<file path="config.mk">
export PLATFORM = sky130hd
export DESIGN_NAME = multicycle_control
export DESIGN_NICKNAME = d
export VERILOG_FILES = /design/src/rtl/multicycle_control.sv
export SDC_FILE = /design/constraint.sdc
export NUM_CORES = 1
export LEC_CHECK = 0
export ABC_AREA = 1
export BUFFER_PORTS_ARGS = -buffer_cell sky130_fd_sc_hd__buf_4
export CELL_PAD_IN_SITES_DETAIL_PLACEMENT = 0
export CELL_PAD_IN_SITES_GLOBAL_PLACEMENT = 1
export CORE_UTILIZATION = 33
export CTS_CLUSTER_DIAMETER = 100
export DETAILED_ROUTE_END_ITERATION = 7
export PLACE_DENSITY_LB_ADDON = 0.2
export REMOVE_ABC_BUFFERS = 1
export SKIP_CTS_REPAIR_TIMING = 1
export SLEW_MARGIN = 20
export SYNTH_ARGS = -nofsm -noshare
export SYNTH_HDL_FRONTEND = slang
export SYNTH_SLANG_ARGS = --single-unit
</file>
<file path="constraint.sdc">
create_clock -name clock -period 1.5 [get_ports clock]
set_input_delay 0.3 -clock clock [delete_from_list [all_inputs] [get_ports clock]]
set_output_delay 0.3 -clock clock [all_outputs]
set_load 0.05 [all_outputs]
</file>
<file path="src/rtl/multicycle_control.sv">
// multicycle_control: main control FSM of the multicycle MIPS datapath (R-type, lw, sw, beq, j, addi)
// Ports:
//   clock, reset_n        rising-edge clock, asynchronous active-low reset
//   ir_opcode[5:0]        instr[31:26] from the IR
//   zero                  ALU zero flag (consumed by the datapath through pc_write_cond)
//   mem_ready             memory completes the current access this cycle
//   pc_write .. reg_write datapath write enables and mux selects
//   alu_src_a/b, ALUop    ALU operand selects and ALUControl opcode
//   pc_source             00=ALU result, 01=ALUOut, 10=jump target
//   instr_done            pulse on the last cycle of each instruction
//   error                 high while trapped in ERROR
//   state[3:0]            current state, for debug
// Outputs decode the state register only, except ir_write/pc_write in FETCH and
// instr_done in MEM_WR, which fire in the cycle the memory access completes.
module multicycle_control #(
  parameter int unsigned TIMEOUT = 15
) (
  input  logic       clock,
  input  logic       reset_n,
  input  logic [5:0] ir_opcode,
  input  logic       zero,
  input  logic       mem_ready,
  output logic       pc_write,
  output logic       pc_write_cond,
  output logic       i_or_d,
  output logic       mem_read,
  output logic       mem_write,
  output logic       ir_write,
  output logic       mem_to_reg,
  output logic       reg_dst,
  output logic       reg_write,
  output logic       alu_src_a,
  output logic [1:0] alu_src_b,
  output logic [1:0] pc_source,
  output logic [1:0] ALUop,
  output logic       instr_done,
  output logic       error,
  output logic [3:0] state
);
  typedef enum logic [3:0] {
    FETCH     = 4'd0,
    DECODE    = 4'd1,
    MEM_ADDR  = 4'd2,
    MEM_RD    = 4'd3,
    MEM_WB    = 4'd4,
    MEM_WR    = 4'd5,
    R_EXEC    = 4'd6,
    R_WB      = 4'd7,
    BRANCH    = 4'd8,
    JUMP      = 4'd9,
    ADDI_EXEC = 4'd10,
    ADDI_WB   = 4'd11,
    ERROR     = 4'd15
  } state_t;

  localparam logic [5:0] OP_R    = 6'b000000;
  localparam logic [5:0] OP_LW   = 6'b100011;
  localparam logic [5:0] OP_SW   = 6'b101011;
  localparam logic [5:0] OP_BEQ  = 6'b000100;
  localparam logic [5:0] OP_J    = 6'b000010;
  localparam logic [5:0] OP_ADDI = 6'b001000;
  // last count value before a still-waiting cycle becomes a timeout
  localparam logic [7:0] LAST = 8'(TIMEOUT - 1);

  state_t     st;
  logic [7:0] cnt;
  // zero gates the PC load in the datapath; the FSM itself never branches on it
  logic       unused_zero;

  assign unused_zero = zero;
  assign state = st;

  function automatic state_t decode(input logic [5:0] op);
    case (op)
      OP_R:         return R_EXEC;
      OP_LW, OP_SW: return MEM_ADDR;
      OP_BEQ:       return BRANCH;
      OP_J:         return JUMP;
      OP_ADDI:      return ADDI_EXEC;
      default:      return ERROR;
    endcase
  endfunction

  // cnt defaults to 0 every cycle, so any entry into a wait state starts from zero
  always_ff @(posedge clock or negedge reset_n) begin
    if (!reset_n) begin
      st  <= FETCH;
      cnt <= '0;
    end else begin
      cnt <= '0;
      case (st)
        FETCH, MEM_RD, MEM_WR:
          if (mem_ready) st <= st == FETCH ? DECODE : st == MEM_RD ? MEM_WB : FETCH;
          else if (cnt == LAST) st <= ERROR;
          else cnt <= cnt + 8'd1;
        DECODE:    st <= decode(ir_opcode);
        MEM_ADDR:  st <= ir_opcode == OP_LW ? MEM_RD : ir_opcode == OP_SW ? MEM_WR : ERROR;
        R_EXEC:    st <= R_WB;
        ADDI_EXEC: st <= ADDI_WB;
        MEM_WB, R_WB, BRANCH, JUMP, ADDI_WB: st <= FETCH;
        default:   st <= ERROR;
      endcase
    end
  end

  always_comb begin
    pc_write      = 1'b0;
    pc_write_cond = 1'b0;
    i_or_d        = 1'b0;
    mem_read      = 1'b0;
    mem_write     = 1'b0;
    ir_write      = 1'b0;
    mem_to_reg    = 1'b0;
    reg_dst       = 1'b0;
    reg_write     = 1'b0;
    alu_src_a     = 1'b0;
    alu_src_b     = 2'b00;
    pc_source     = 2'b00;
    ALUop         = 2'b00;
    instr_done    = 1'b0;
    error         = 1'b0;
    case (st)
      FETCH: begin
        mem_read  = 1'b1;
        alu_src_b = 2'b01;
        ir_write  = mem_ready;
        pc_write  = mem_ready;
      end
      DECODE: alu_src_b = 2'b11;
      MEM_ADDR: begin
        alu_src_a = 1'b1;
        alu_src_b = 2'b10;
      end
      MEM_RD: begin
        mem_read = 1'b1;
        i_or_d   = 1'b1;
      end
      MEM_WB: begin
        reg_write  = 1'b1;
        mem_to_reg = 1'b1;
        instr_done = 1'b1;
      end
      MEM_WR: begin
        mem_write  = 1'b1;
        i_or_d     = 1'b1;
        instr_done = mem_ready;
      end
      R_EXEC: begin
        alu_src_a = 1'b1;
        ALUop     = 2'b10;
      end
      R_WB: begin
        reg_write  = 1'b1;
        reg_dst    = 1'b1;
        instr_done = 1'b1;
      end
      BRANCH: begin
        alu_src_a     = 1'b1;
        ALUop         = 2'b01;
        pc_write_cond = 1'b1;
        pc_source     = 2'b01;
        instr_done    = 1'b1;
      end
      JUMP: begin
        pc_write   = 1'b1;
        pc_source  = 2'b10;
        instr_done = 1'b1;
      end
      ADDI_EXEC: begin
        alu_src_a = 1'b1;
        alu_src_b = 2'b10;
      end
      ADDI_WB: begin
        reg_write  = 1'b1;
        instr_done = 1'b1;
      end
      ERROR:   error = 1'b1;
      default: ;
    endcase
  end
endmodule
</file>
# Yosys cells after proc, flatten, opt, wreduce, memory -nomap -nowiden

Index checks and enable logic that the tools add are counted.

Latch bits: 0
Output and inout bits: 22
Memory bits (writable): 0
Memories: 0
Memory bits (read-only): 0
Bits in registers: 12

Reduce and logical (&&, ||, !) cells: 10
Div/mod/pow operators: 0
Bitwise operators: 0
Equal/unequal tests: 19
Shift operators: 0
$add $sub $neg: 1
Mux-type cells: 26
Order comparisons: 0
$mul: 0

Operators by type and width:

| kind                | number |
|---|---|
| $mux 8              | 3 |
| $pmux 4 s6          | 1 |
| $eq 4x4->1 const B  | 5 |
| $pmux 4 s5          | 1 |
| $eq 4x3->1 const B  | 4 |
| $mux 4              | 4 |
| $eq 6x6->1 const B  | 2 |
| $mux 1              | 10 |
| $add 8x1->8 const B | 1 |
| $eq 4x2->1 const B  | 2 |
| $eq 8x4->1 const B  | 1 |
| $pmux 2 s2          | 2 |
| $reduce_or 2->1     | 4 |
| $eq 6x2->1 const B  | 1 |
| $eq 6x3->1 const B  | 1 |
| $eq 6x4->1 const B  | 1 |
| $logic_not 6->1     | 1 |
| $mux 3              | 2 |
| $pmux 2 s3          | 1 |
| $reduce_or 3->1     | 2 |
| $reduce_or 5->1     | 1 |
| $eq 4x1->1 const B  | 1 |
| $logic_not 4->1     | 1 |
| $pmux 1 s2          | 2 |
| other kinds (2)     | 2 |

# Longest topological paths before layout

Depth in word-level cells: 5
Gate-level depth with buffers: 9
Gate-level depth less buffers: 9

# Worst setup path after synthesis

OpenSTA, ideal clock, no wires.

Kind: register -> output
Start: register st[3], in the netlist state[3]
End: output alu_src_a
Arrival time: 2.398 ns
Data required time: 1.200 ns
Stages on the path, launching flop included: 7
Buffers on the path: 0
Path slack: -1.198 ns
Cells stage by stage: dfrtp_1 inv_1 nor2_1 inv_1 nor2_1 nor2_1 o21ai_0

Cells in the longest elaborated chain, start to end: 3
Elaborated cells on any way between the ends: 6
Those cells by class: eq/ne (4); mux (1); reduce/logical (1)

RTL lines:

| item                                     | RTL line | source |
|---|---|---|
| from (decl)                              | 65       | `state_t st;` |
| from (signal assigned)                   | 93       | `if (mem_ready) st <= st == FETCH ? DECODE : st == MEM_RD ? MEM_WB : FETCH;` |
| from (signal assigned)                   | 96       | `DECODE: st <= decode(ir_opcode);` |
| from (signal assigned)                   | 97       | `MEM_ADDR: st <= ir_opcode == OP_LW ? MEM_RD : ir_opcode == OP_SW ? MEM_WR : ERROR;` |
| $eq 4x4->1, or another cell as far along | 122      | `case (st)` |
| $reduce_or 4->1 (no line) *              | -        |  |
| $mux 1 *                                 | 122      |  |
| to (decl)                                | 32       | `output logic alu_src_a,` |

Every way passes the cells marked *; elsewhere a longest branch is shown, timed or not.

# Worst setup path after layout

Start: register st[3], in the netlist state[3]
End: output pc_write

Cells in the longest elaborated chain, start to end: 2
Elaborated cells on any way between the ends: 3
Those cells by class: eq/ne (1); mux (1); reduce/logical (1)

RTL lines:

| item                                          | RTL line | source |
|---|---|---|
| $eq 4x4->1 or $logic_not 4->1 (tied branches) | 122      |  |
| $pmux 1 s2 *                                  | 122      |  |
| to (decl)                                     | 23       | `output logic pc_write,` |

Marks and branches as above.

==> metrics.txt <==
# IOs=32; Sequential Power Share=57.5%; # DRC=0; final cycle utilization of the critical path=118%; Pre-Repair DR Iteration Count=4; Slew Limit Fails=0; slowest stage cell, crit path=dfrtp_2; NetSw=0.124 mW; die area=3170 um2; Seq/Total Area, Yosys=between 30% and 40%; final worst setup slack=-0.263 ns; CTS max path bufs=2; Post-Syn Instances=around 150; Req. time, crit path=1.20 ns; Synth Cell Area=975 um2; most frequent cells in the layout=nor2_1, buf_4, nand2_1; Worst-Skew Late Latency=roughly 0.27 ns; die height=56.3 um; htree depth=1; met3 usage=5.07%; RSZ-0062 raised after global routing=true; grt met2 use=23.6%; top-area cell type share of the netlist area=30.8%; CP Cell Sequence=nor2_4 -> buf_4 -> nand2_2 -> o22ai_2 -> buf_6; CP delay by family, top=flip-flops; # diodes=0; Multi-input gate area=643 um2; finished layout cell area=1590 um2; Rel. slew slack=84.9%; post-DR wirelength/cell=10.6 um; largest net degree at the start of global routing=13; Reg area=305 um2; grt met1 use=between 20% and 30%; CTS tree=done; Iteration-0 DRC Markers=30; Layout area overhead=62.9%; CP Launch Type=flop; initial antenna violation count=0; core area=2780 um2; WP data arrival=1.46 ns; share of layout cells above drive strength 1=around half; vias in the first global route=approximately 900; clk_skew=0.000876 ns; fillcell total=around 260; Max Fclk=0.567 GHz; global-route wire length before repair=3730 um; Synth area leaders=dfrtp_1, nor2_1, nand2_1, inv_1, nand3_1; Placer Congestion=0.760; gr ovfl total=0; clk slew on worst S/H paths=0.07 ns; total power=0.562 mW; syn_area_per_cell=6.41 um2; Die Wd=56.3 um; Fin. Hold Viols=0; status=finished, violations left; combinational power share=8.7%; CP Max Fanout=5; Post-DRT Antenna Nets=0; Synthesis Warnings=0; switch share=22.1%; power density over the cells=354 nW/um2; area leader, netlist=dfrtp_1; PortBufs=30; via/cell ratio=4.65; Tot GR Track Use=between 10% and 20%; Hold WC Path Type=input pin to flop; CP endpoint kind=output port; cell-internal power=0.438 mW; FF+latch count, synth=12; drt total wl=2490 um; post-synth cell types=26; DP Area=1340 um2; Worst-Margin Slew=between 0.2 and 0.25 ns; Final #Nets=218; Initial Util=35.0%; failing checks=setup timing; Clock Root Buffer=clkbuf_4; CP bufs+invs=2; Max VDD drop=601 uV; Final min period=roughly 1.8 ns; Largest stage delay, worst path=0.47 ns; busiest layer in global routing=met2; # clock sinks=12; number of core rows=19; clock power share=33.8%; crit path kind=flop to output port; final setup violation count=18; CTS Buf Count=3; vias post-DR=1093; Post-DP HPWL=1910 um; leak pwr=0.788 nW; Max-Cap Viols=0
## cells by family after synthesis
kind of cell | Yosys count | share of synthesized area [%]
XOR/XNOR | 2 | 1.80
AND/OR/NAND/NOR | 90 | 41.6
adder cells (fa/ha/maj) | 2 | 2.57
buffers and inverters | 31 | 13.3
flip-flops | 12 | 30.8
AO/OA/AOI/OAI | 15 | 9.89
## power groups by stage
stage               combinational (mW)  sequential, mW  clock, mW
floorplan                       0.0185           0.330          0
global placement                0.0460           0.330          0
detailed placement              0.0474           0.330          0
CTS                             0.0475           0.323      0.194
global route                    0.0562           0.323      0.221
finish                          0.0491           0.323      0.190
## per-layer routing
layer | vias to the layer above | share of wire (%)
met2 | 25 | 49
met3 | 0 | 4.3
met4 | 0 | 0
li1 | 569 | -
met1 | 499 | 46
met5 | - | 0
## state kept, by name (all words and copies together) (netlist names)
register	flops
state	4
cnt	8
## worst paths after layout
check / start / endpoint / slack [ns] / cells past startpoint
setup / recovery: state[3]$_DFFE_PN0P_ / pc_write / -0.26 / 5
setup reg to reg: state[0]$_DFFE_PN0P_ / state[3]$_DFFE_PN0P_ / 0.09 / 10
hold / removal: mem_ready / cnt[1]$_DFF_PN0_ / 0.37 / 4
max in group asynchronous: reset_n / state[2]$_DFFE_PN0P_ / 0.93 / 2
hold reg to reg: cnt[0]$_DFF_PN0_ / cnt[0]$_DFF_PN0_ / 0.49 / 1
min in group asynchronous: reset_n / state[0]$_DFFE_PN0P_ / 0.41 / 2
## area by class of cell
type	count	share of cell area (%)
multi-input combinational	109	40.5
sequential	12	19.2
timing repair buffer	51	29.0
tap	31	2.44
clock buffer	3	1.42
inverter	29	7.41
## through the flow
stage | utilization (%) | TNS, ns | setup slack [ns] | hold WS (ns) | std cells
floorplan | - | -14.54 | -2.41 | 0.00441 | 150
global placement | 48.0 | -0.0935 | -0.0526 | 0.144 | 226
detailed placement | 48.0 | -0.211 | -0.0934 | 0.147 | 226
CTS | 48.9 | -4.15 | -0.390 | -0.141 | 229
global route | 57.1 | -4.25 | -0.347 | 0.363 | 235
finish | 57.1 | -2.77 | -0.263 | 0.369 | 235
## worst register-to-register path: stages (launching register included)
cell and delay, ns:
dfrtp_2 0.42, inv_2 0.08, nor2_4 0.15, inv_4 0.06
nor2_4 0.12, buf_4 0.11, buf_4 0.10, nand2_1 0.05
nand3_1 0.08, nor2_1 0.04, a21oi_1 0.13
## Yosys cell counts (all sizes together)
cell type and number:
a21oi 6, a22oi 1, buf 2, a31oi 1, xnor2 1, inv 28, nand3 13, dfrtp 12
xor2 1, clkinv 1, nor3 1, o22ai 1, nand2 33, ha 2, o21ai 5, o221ai 1
nor2 43
Power figures use the tool's default switching activity.
